<file path="src/rtl/rc_search.sv">
// rc_search: successive linear or binary search for the smallest x with x*y >= th
// against an external combinational RC block.
// Ports:
//   clock, reset       - rising-edge clock, synchronous active-high reset
//   soc, eoc           - start of conversion in, end of conversion / idle out
//   mode               - 0 linear scan, 1 binary search
//   th                 - threshold for the x*y product
//   x, y               - candidate to the RC and its response
//   out, found, iters  - {x,y} of the last test, pass flag, number of tests
module rc_search #(
   parameter int N      = 8,
   parameter int M      = 8,
   parameter int SETTLE = 1
) (
   input  logic           clock,
   input  logic           reset,
   input  logic           soc,
   output logic           eoc,
   input  logic           mode,
   input  logic [N+M-1:0] th,
   output logic [N-1:0]   x,
   input  logic [M-1:0]   y,
   output logic [N+M-1:0] out,
   output logic           found,
   output logic [N:0]     iters
);

   localparam int SW = (SETTLE > 1) ? $clog2(SETTLE) : 1;
   localparam logic [SW-1:0] SLAST = SW'(SETTLE - 1);
   localparam logic [N-1:0] XMAX = '1;

   typedef enum logic [1:0] {IDLE, WAIT, TEST, DONE} state_t;

   state_t         state_q;
   logic [N-1:0]   x_q;
   logic [N-1:0]   lo_q;
   logic [N-1:0]   hi_q;
   logic [N:0]     cnt_q;
   logic [SW-1:0]  cyc_q;
   logic           mode_q;
   logic [N+M-1:0] th_q;
   logic [N+M-1:0] out_q;
   logic           found_q;
   logic [N:0]     iters_q;
   logic           eoc_q;

   logic [N+M-1:0] prod;
   logic           pass;
   logic [N-1:0]   lo_d;
   logic [N-1:0]   hi_d;
   logic [N:0]     cnt_d;
   logic           last_d;

   function automatic logic [N-1:0] mid(input logic [N-1:0] lo,
                                        input logic [N-1:0] hi);
      return lo + ((hi - lo) >> 1);
   endfunction

   // Both operands widened first so the product keeps every bit.
   assign prod   = (N+M)'(x_q) * (N+M)'(y);
   assign pass   = (prod >= th_q);
   assign lo_d   = pass ? lo_q : x_q + 1'b1;
   assign hi_d   = pass ? x_q : hi_q;
   assign cnt_d  = cnt_q + 1'b1;
   // Binary search ends on the test made with lo==hi.
   assign last_d = mode_q ? (lo_q == hi_q) : (pass || x_q == XMAX);

   always_ff @(posedge clock) begin
      if (reset) begin
         state_q <= IDLE;
         x_q     <= '0;
         lo_q    <= '0;
         hi_q    <= XMAX;
         cnt_q   <= '0;
         cyc_q   <= '0;
         mode_q  <= 1'b0;
         th_q    <= '0;
         out_q   <= '0;
         found_q <= 1'b0;
         iters_q <= '0;
         eoc_q   <= 1'b1;
      end else begin
         unique case (state_q)
            IDLE: begin
               eoc_q <= 1'b1;
               if (soc) begin
                  mode_q  <= mode;
                  th_q    <= th;
                  x_q     <= '0;
                  lo_q    <= '0;
                  hi_q    <= XMAX;
                  cnt_q   <= '0;
                  eoc_q   <= 1'b0;
                  state_q <= WAIT;
               end
            end
            WAIT: begin
               if (!soc) begin
                  cyc_q   <= '0;
                  x_q     <= mode_q ? mid(lo_q, hi_q) : '0;
                  state_q <= TEST;
               end
            end
            TEST: begin
               if (cyc_q != SLAST) begin
                  cyc_q <= cyc_q + 1'b1;
               end else begin
                  cyc_q <= '0;
                  cnt_q <= cnt_d;
                  if (last_d) begin
                     out_q   <= {x_q, y};
                     found_q <= pass;
                     iters_q <= cnt_d;
                     eoc_q   <= 1'b1;
                     state_q <= DONE;
                  end else if (mode_q) begin
                     lo_q <= lo_d;
                     hi_q <= hi_d;
                     x_q  <= mid(lo_d, hi_d);
                  end else begin
                     x_q <= x_q + 1'b1;
                  end
               end
            end
            DONE: begin
               state_q <= IDLE;
            end
         endcase
      end
   end

   assign eoc   = eoc_q;
   assign x     = x_q;
   assign out   = out_q;
   assign found = found_q;
   assign iters = iters_q;

endmodule

</file>
<file path="config.mk">
export PLATFORM = sky130hd
export DESIGN_NAME = rc_search
export DESIGN_NICKNAME = d
export VERILOG_FILES = /design/src/rtl/rc_search.sv
export SDC_FILE = /design/constraint.sdc
export NUM_CORES = 1
export LEC_CHECK = 0
export BUFFER_PORTS_ARGS = -buffer_cell sky130_fd_sc_hd__buf_2
export CAP_MARGIN = 10
export CORE_ASPECT_RATIO = 0.7
export CORE_MARGIN = 2
export CORE_UTILIZATION = 60
export CTS_BUF_LIST = sky130_fd_sc_hd__clkbuf_16
export CTS_CLUSTER_DIAMETER = 30
export DETAILED_ROUTE_END_ITERATION = 8
export PLACE_DENSITY = 0.79
export SYNTH_ARGS = -nofsm -noshare
export SYNTH_HDL_FRONTEND = slang
export SYNTH_SLANG_ARGS = --single-unit
</file>
<file path="constraint.sdc">
create_clock -name clock -period 12.55 [get_ports clock]
set_input_delay 1.8825 -clock clock [delete_from_list [all_inputs] [get_ports clock]]
set_output_delay 1.8825 -clock clock [all_outputs]
set_load 0.01 [all_outputs]
</file>
==> summary.md, run 1 <==
| Metric | Value |
|---|---|
| Starting Density | `61.49%` |
| Startpoint-to-endpoint class of the critical path | `in -> reg` |
| Clock root buffer master | `clkbuf_16` |
| Setup TNS after final layout | `0 ns` |
| Setup repair after global routing missed its margin | `false` |
| Number of DRC violations after detailed routing | `0` |
| Worst-path cell with the longest stage delay | `fa_1` |
| PortBufs | `62` |
| Number of top-level pins | `63` |
| Max-cap viol count | `0` |
| Final antenna diode count | `0` |
| Number of global-route vias before repair | `5747` |
| Time the final worst path needs with I/O delays and setup | `10.18 ns` |
| Synth top area share | `21.93%` |
| Result of the run | `complete, no violations` |
| Detailed-route wire length | `17380 um` |
| Terminating pin of the worst hold path | `th_q[3]` |
| Fraction of registers with async set or reset after synthesis | `0%` |
| Largest fanout on the critical path | `28` |
| Die Footprint | `0.01292 sq mm` |
| Slew at the pin closest to its max-slew limit | `1.001 ns` |
| Worst reg2reg path endpoint | `x[7]` |
| Syn Area/Cell | `8.394 sq um` |
| Initial DRC Count | `438` |
| Number of vias per cell after detailed routing | `5.648` |
| Number of cells traversed by the worst register-to-register path | `34` |
| Final Skew | `0.008539 ns` |
| Total nets after synthesis | `1012` |
| Library cell occupying the most area in the post-synthesis netlist | `dfxtp_1` |
| HP Class | `reg -> reg` |
| Hold Buf Count CTS | `0` |
| Count of H-tree levels built during CTS | `3` |
| Library cells used by synthesis | `58` |
| Congestion Overflow GR | `0` |
| Wire length of the first global-routing pass | `28890 um` |
| Element type at the critical path end | `flip-flop` |
| Buffer depth of the longest clock path | `2` |
| Final count of negative-setup-slack endpoints | `0` |
| Total global-route track usage | `28.59%` |
| Data arrival, critical path | `10.39 ns` |
| Final hold vios | `0` |
| Internal reg-to-reg setup slack | `3.23 ns` |
| Antenna-violating nets left | `0` |
| Via count | `5993` |
| Height of the chip | `95.72 um` |
| Number of post-CTS setup repair buffers | `0` |
| Achievable clock frequency | `98.20 MHz` |
| R2R Path Start | `x[1]` |
| Peak per-stage delay on the critical path | `0.56 ns` |
| Max-slew violations | `0` |
| Site row count | `33` |
| Detail-routed net length per standard cell | `16.38 um` |
| Clock transition at path regs | `0.07 ns` |
| Number of gates resized after cts | `0` |
| Number of enable flip-flop cells after synthesis | `0` |
| Required time of the critical path | `12.75 ns` |
| Sinks on Clock Net | `79` |
| Number of storage elements in the synthesis netlist | `79` |
| Slew HR | `33.27%` |
| Nets | `1052` |
| Placeable core region | `0.01173 sq mm` |
| Worst-Skew Late Latency | `0.35 ns` |
| Width of the chip | `135.0 um` |
| Delay-heaviest family, CP | `adder cells` |
| Final HPWL DP | `12750 um` |
| Pin count of the biggest net entering global routing | `81` |
| Layout Area Growth over Synthesis | `9.266%` |
| Critical path launch point type | `input port` |
| Seq/Total Area, Yosys | `21.93%` |
| Final clock period utilization by the worst path | `81.14%` |
| Count of TritonRoute iterations in the first routing pass | `4` |
| Share of final-layout standard cells stronger than drive strength 1 | `11.39%` |
| Top_reg_cell synth | `dfxtp_1` |
| Post-synthesis instance area | `0.007211 sq mm` |
| Last weighted congestion value of the routability-driven placer | `0.9159` |
| TritonCTS clock tree | `yes` |
| Largest cells by area after synthesis | `dfxtp_1 22%, ha_1 15%, fa_1 11%` |
| Yosys warns | `0` |
| Cell count after synthesis | `859` |
| Number of clock buffers inserted by TritonCTS | `9` |
| Number of antenna violations at the first check in global routing | `0` |
| Number of cells on the worst hold path | `2` |
| Count leader, synth | `inv_1` |
| Buf+Inv Stages, Crit Path | `3` |
| Most numerous cell types in the synthesized netlist | `96 x inv_1, 85 x ha_1, 80 x nand2_1, 79 x dfxtp_1, 77 x nor2_1` |
| Worst Min Path Start | `th_q[3]` |
[how the worst max path moves through the flow]
stage	start	end	slack [ns]	depth (start not counted)
6_report	y[4]	x[7]	2.37	35
3_3_place_gp	y[7]	x[6]	2.32	37
5_1_grt	y[4]	x[7]	1.71	35
4_1_cts	y[4]	x[6]	2.43	37
3_5_place_dp	y[4]	x[6]	2.13	37
2_1_floorplan	y[4]	x[6]	2.92	35
[kinds of logic (layout without fill, tap and decap cells)]
kind of cell               Yosys count  count (layout)  share of synthesized area [%]
AOI/OAI and AO/OA                  158             158                          14.91
xor gates and xnor gates            49              49                          6.056
adders and majority gates          125             125                          25.85
buffers and inverters              136             181                          7.670
DFF                                 79              79                          21.93
muxes                               34              34                          4.876
and+or+nand+nor                    278             278                          18.71
[per-stage QoR]
step                instance area, sq um  setup slack, ns  hold slack [ns]  util (%)  instances
global route                        7879            1.712           0.4776     67.19       1061
CTS                                 7879            2.434           0.4556     67.19       1061
finish                              7879            2.367           0.4537     67.19       1061
global placement                    7570            2.324           0.4434     64.55       1045
detailed placement                  7570            2.132           0.4467     64.55       1045
floorplan                           7211            2.916           0.4363         -        859
[metal layers]
layer  vias up  part of all wire, %  wire, um  track usage, %
li1       2959                    -         -               -
met3        19                  8.4      1463           6.003
met1      2766                   51      8789           43.71
met4         0                  1.0       180           6.337
met2       249                   40      6948           41.29
met5         -                    0         0               0
[state kept, by name, indices dropped and copies added (netlist names)]
signal and flops:
found 1, x 8, out 16, cnt_q 9, mode_q 1, th_q 16
iters 9, lo_q 8, eoc 1, state_q 2, hi_q 8
[worst min-delay path: stages (launching register included)]
cell and delay [ns]:
dfxtp_1 0.31, nand2_1 0.05, a21oi_1 0.05
[cell usage in the layout, fill, tap and decap left out, types with 5 or more instances in the layout]
cell type / instances
inv_1: 96
nand3_1: 14
a22oi_1: 12
a211oi_1: 13
mux2i_1: 25
ha_1: 85
fa_1: 40
xnor2_1: 35
mux2_2: 7
nor2_1: 77
nand2b_1: 11
o21ai_0: 15
xor2_1: 13
buf_2: 62
buf_4: 5
a21o_1: 11
and2_1: 60
clkbuf_16: 9
o21a_1: 5
a31oi_1: 5
nor3_1: 9
nor2b_1: 11
a22o_1: 5
a21oi_1: 55
dfxtp_1: 79
o22ai_1: 9
nand2_1: 80
[layout make-up]
class | count | area (sq um)
fillers | 991 | 3847
clock buffers | 9 | 225.2
well taps | 157 | 196.4
repair buffers | 67 | 347.8
clock inverters | 7 | 83.83
inverters | 98 | 367.9
multi-input cells | 644 | 5076
flip-flops and latches | 79 | 1582
Power of run 1 is left out: the tool's default activity adds up to more than one toggle a clock period on the data nets, which glitch-free logic cannot reach.
==> run 2: changes to the inputs <==
==> constraint.sdc (replaced) <==
create_clock -name clock -period 9.8 [get_ports clock]
set_input_delay 1.47 -clock clock [delete_from_list [all_inputs] [get_ports clock]]
set_output_delay 1.47 -clock clock [all_outputs]
set_load 0.01 [all_outputs]
==> summary.md, run 2 (same netlist as run 1, synthesis figures left out) <==
| Metric | Value |
|---|---|
| Wire length of the first global-routing pass | `28590 um (-1.0%)` |
| Placed Instances | `1061 (+1.5%)` |
| Startpoint-to-endpoint class of the critical path | `in -> reg` |
| Slew HR | `45.50% (+12 points)` |
| Count of TritonRoute iterations in the first routing pass | `5 (+1)` |
| Congestion Overflow GR | `0 (unchanged)` |
| Share of final-layout standard cells stronger than drive strength 1 | `14.19% (+2.8 points)` |
| Number of global-route vias before repair | `5670 (-1.3%)` |
| HP Class | `reg -> reg` |
| Starting Density | `61.49% (unchanged)` |
| Site row count | `33 (unchanged)` |
| Width of the chip | `135.0 um (unchanged)` |
| Pin count of the biggest net entering global routing | `81 (unchanged)` |
| Element type at the critical path end | `flip-flop` |
| Data arrival, critical path | `9.69 ns (-0.70 ns)` |
| Most frequent standard cell in the layout excluding fill and tap cells | `inv_1` |
| Clock root buffer master | `clkbuf_16` |
| Hold Buf Count CTS | `0 (unchanged)` |
| Non-filler cells, final | `1080 (+1.8%)` |
| Critical path launch point type | `input port` |
| Final hold vios | `0 (unchanged)` |
| Storage element area | `0.001582 sq mm (unchanged)` |
| Buf+Inv Stages, Crit Path | `4 (+1)` |
| Fill cell count | `965 (-2.6%)` |
| Initial DRC Count | `441 (+0.68%)` |
| Worst-path cell with the longest stage delay | `fa_1` |
| Delay-heaviest family, CP | `adder cells` |
| Peak per-stage delay on the critical path | `0.60 ns (+0.04 ns)` |
| Number of vias per cell after detailed routing | `5.568 (-1.4%)` |
| Slew at the pin closest to its max-slew limit | `0.8175 ns (-0.1835 ns)` |
| Final count of negative-setup-slack endpoints | `0 (unchanged)` |
| Final HPWL DP | `12950 um (+1.5%)` |
| Commonest cells after routing, fill and taps aside | `96 x inv_1, 85 x ha_1, 80 x nand2_1` |
| Required time of the critical path | `10.00 ns (-2.75 ns)` |
| Number of DRC violations after detailed routing | `0 (unchanged)` |
| Detail-routed net length per standard cell | `15.89 um (-3.0%)` |
| Clock transition at path regs | `0.07 ns (about the same)` |
| Result of the run | `complete, no violations` |
| Time the final worst path needs with I/O delays and setup | `9.484 ns` |
| Count of H-tree levels built during CTS | `3 (unchanged)` |
| Detailed-route wire length | `17160 um (-1.3%)` |
| Number of antenna violations at the first check in global routing | `0 (unchanged)` |
| Layout Area Growth over Synthesis | `11.82%` |
| Largest fanout on the critical path | `10 (-64%)` |
| Final antenna diode count | `0 (unchanged)` |
| Multi-input combinational cell area | `0.005114 sq mm (+0.74%)` |
| Buffer depth of the longest clock path | `2 (unchanged)` |
| Last weighted congestion value of the routability-driven placer | `0.8990 (-1.8%)` |
| PortBufs | `62 (unchanged)` |
| Height of the chip | `95.72 um (unchanged)` |
| Max-cap viol count | `0 (unchanged)` |
| TritonCTS clock tree | `yes` |
| Final clock period utilization by the worst path | `96.78%` |
| Placeable core region | `0.01173 sq mm (unchanged)` |
| Achievable clock frequency | `105.4 MHz` |
| Total global-route track usage | `28.28% (-0.31 points)` |
| Final Skew | `0.008050 ns (-0.0004886 ns)` |
| Via count | `6013 (+0.33%)` |
| Number of clock buffers inserted by TritonCTS | `9 (unchanged)` |
| Max-slew violations | `0 (unchanged)` |
| Die Footprint | `0.01292 sq mm (unchanged)` |
| Core occupancy in the finished layout | `68.76% (+1.6 points)` |
| Sinks on Clock Net | `79 (unchanged)` |
| Worst-Skew Late Latency | `0.35 ns (about the same)` |
| Nets | `1071 (+1.8%)` |
| Antenna-violating nets left | `0 (unchanged)` |
| Number of top-level pins | `63 (unchanged)` |
==> run 2: cell count changes in the layout (fill, tap and decap cells not counted), sizes merged <==
cell,previous run,this run
clkinv,1,0
buf,67,85
clkbuf,9,10
clkinvlp,1,2
==> run 2: stage by stage <==
stage	area, sq um	TNS [ns]	worst slack, ns	hold WS [ns]
after floorplan	7211	0	0.5784	0.4363
after global placement	7690	0	0.1499	0.4436
after detailed placement	7690	0	0.02171	0.4506
after CTS	8000	0	0.3440	0.4593
after global routing	8063	-0.09091	-0.05768	0.4790
final	8063	0	0.3157	0.4546
==> run 2: metal layers <==
metal | GRT usage, % | wire [um] | up-vias
met5 | 0 | 0 | -
met1 | 42.80 | 8763 | 2783
met2 | 40.91 | 6792 | 218
met3 | 6.582 | 1424 | 17
met4 | 6.076 | 182 | 0
li1 | - | - | 2995
==> run 2: worst paths after layout <==
path,startpoint,to,slack [ns],depth (start not counted)
worst min register to register,th_q[13],th_q[13],0.45,2
worst min-delay path,th_q[13],th_q[13],0.45,2
worst max register to register,x[4],x[6],0.84,36
worst max-delay path,y[2],x[6],0.32,37
==> run 2: final cells by class <==
type	count	share of cell area, %
inverter	98	4.562
timing repair buffer	86	6.114
clock buffer	9	2.793
tap	157	2.436
multi-input combinational	644	63.42
clock inverter	7	1.055
sequential	79	19.62
==> run 2: worst min-delay path: cells and delay by family (launching register included) <==
kind / cells / cell delay [ns]
simple gates: 1 / 0.05
compound gates: 1 / 0.05
flops: 1 / 0.31
==> run 2: repair_timing <==
item	4_1_cts	5_1_grt
setup endpoints to repair	0	3
setup buffers	0	3
resized for setup	0	11
Power of run 2 is left out for the same reason.
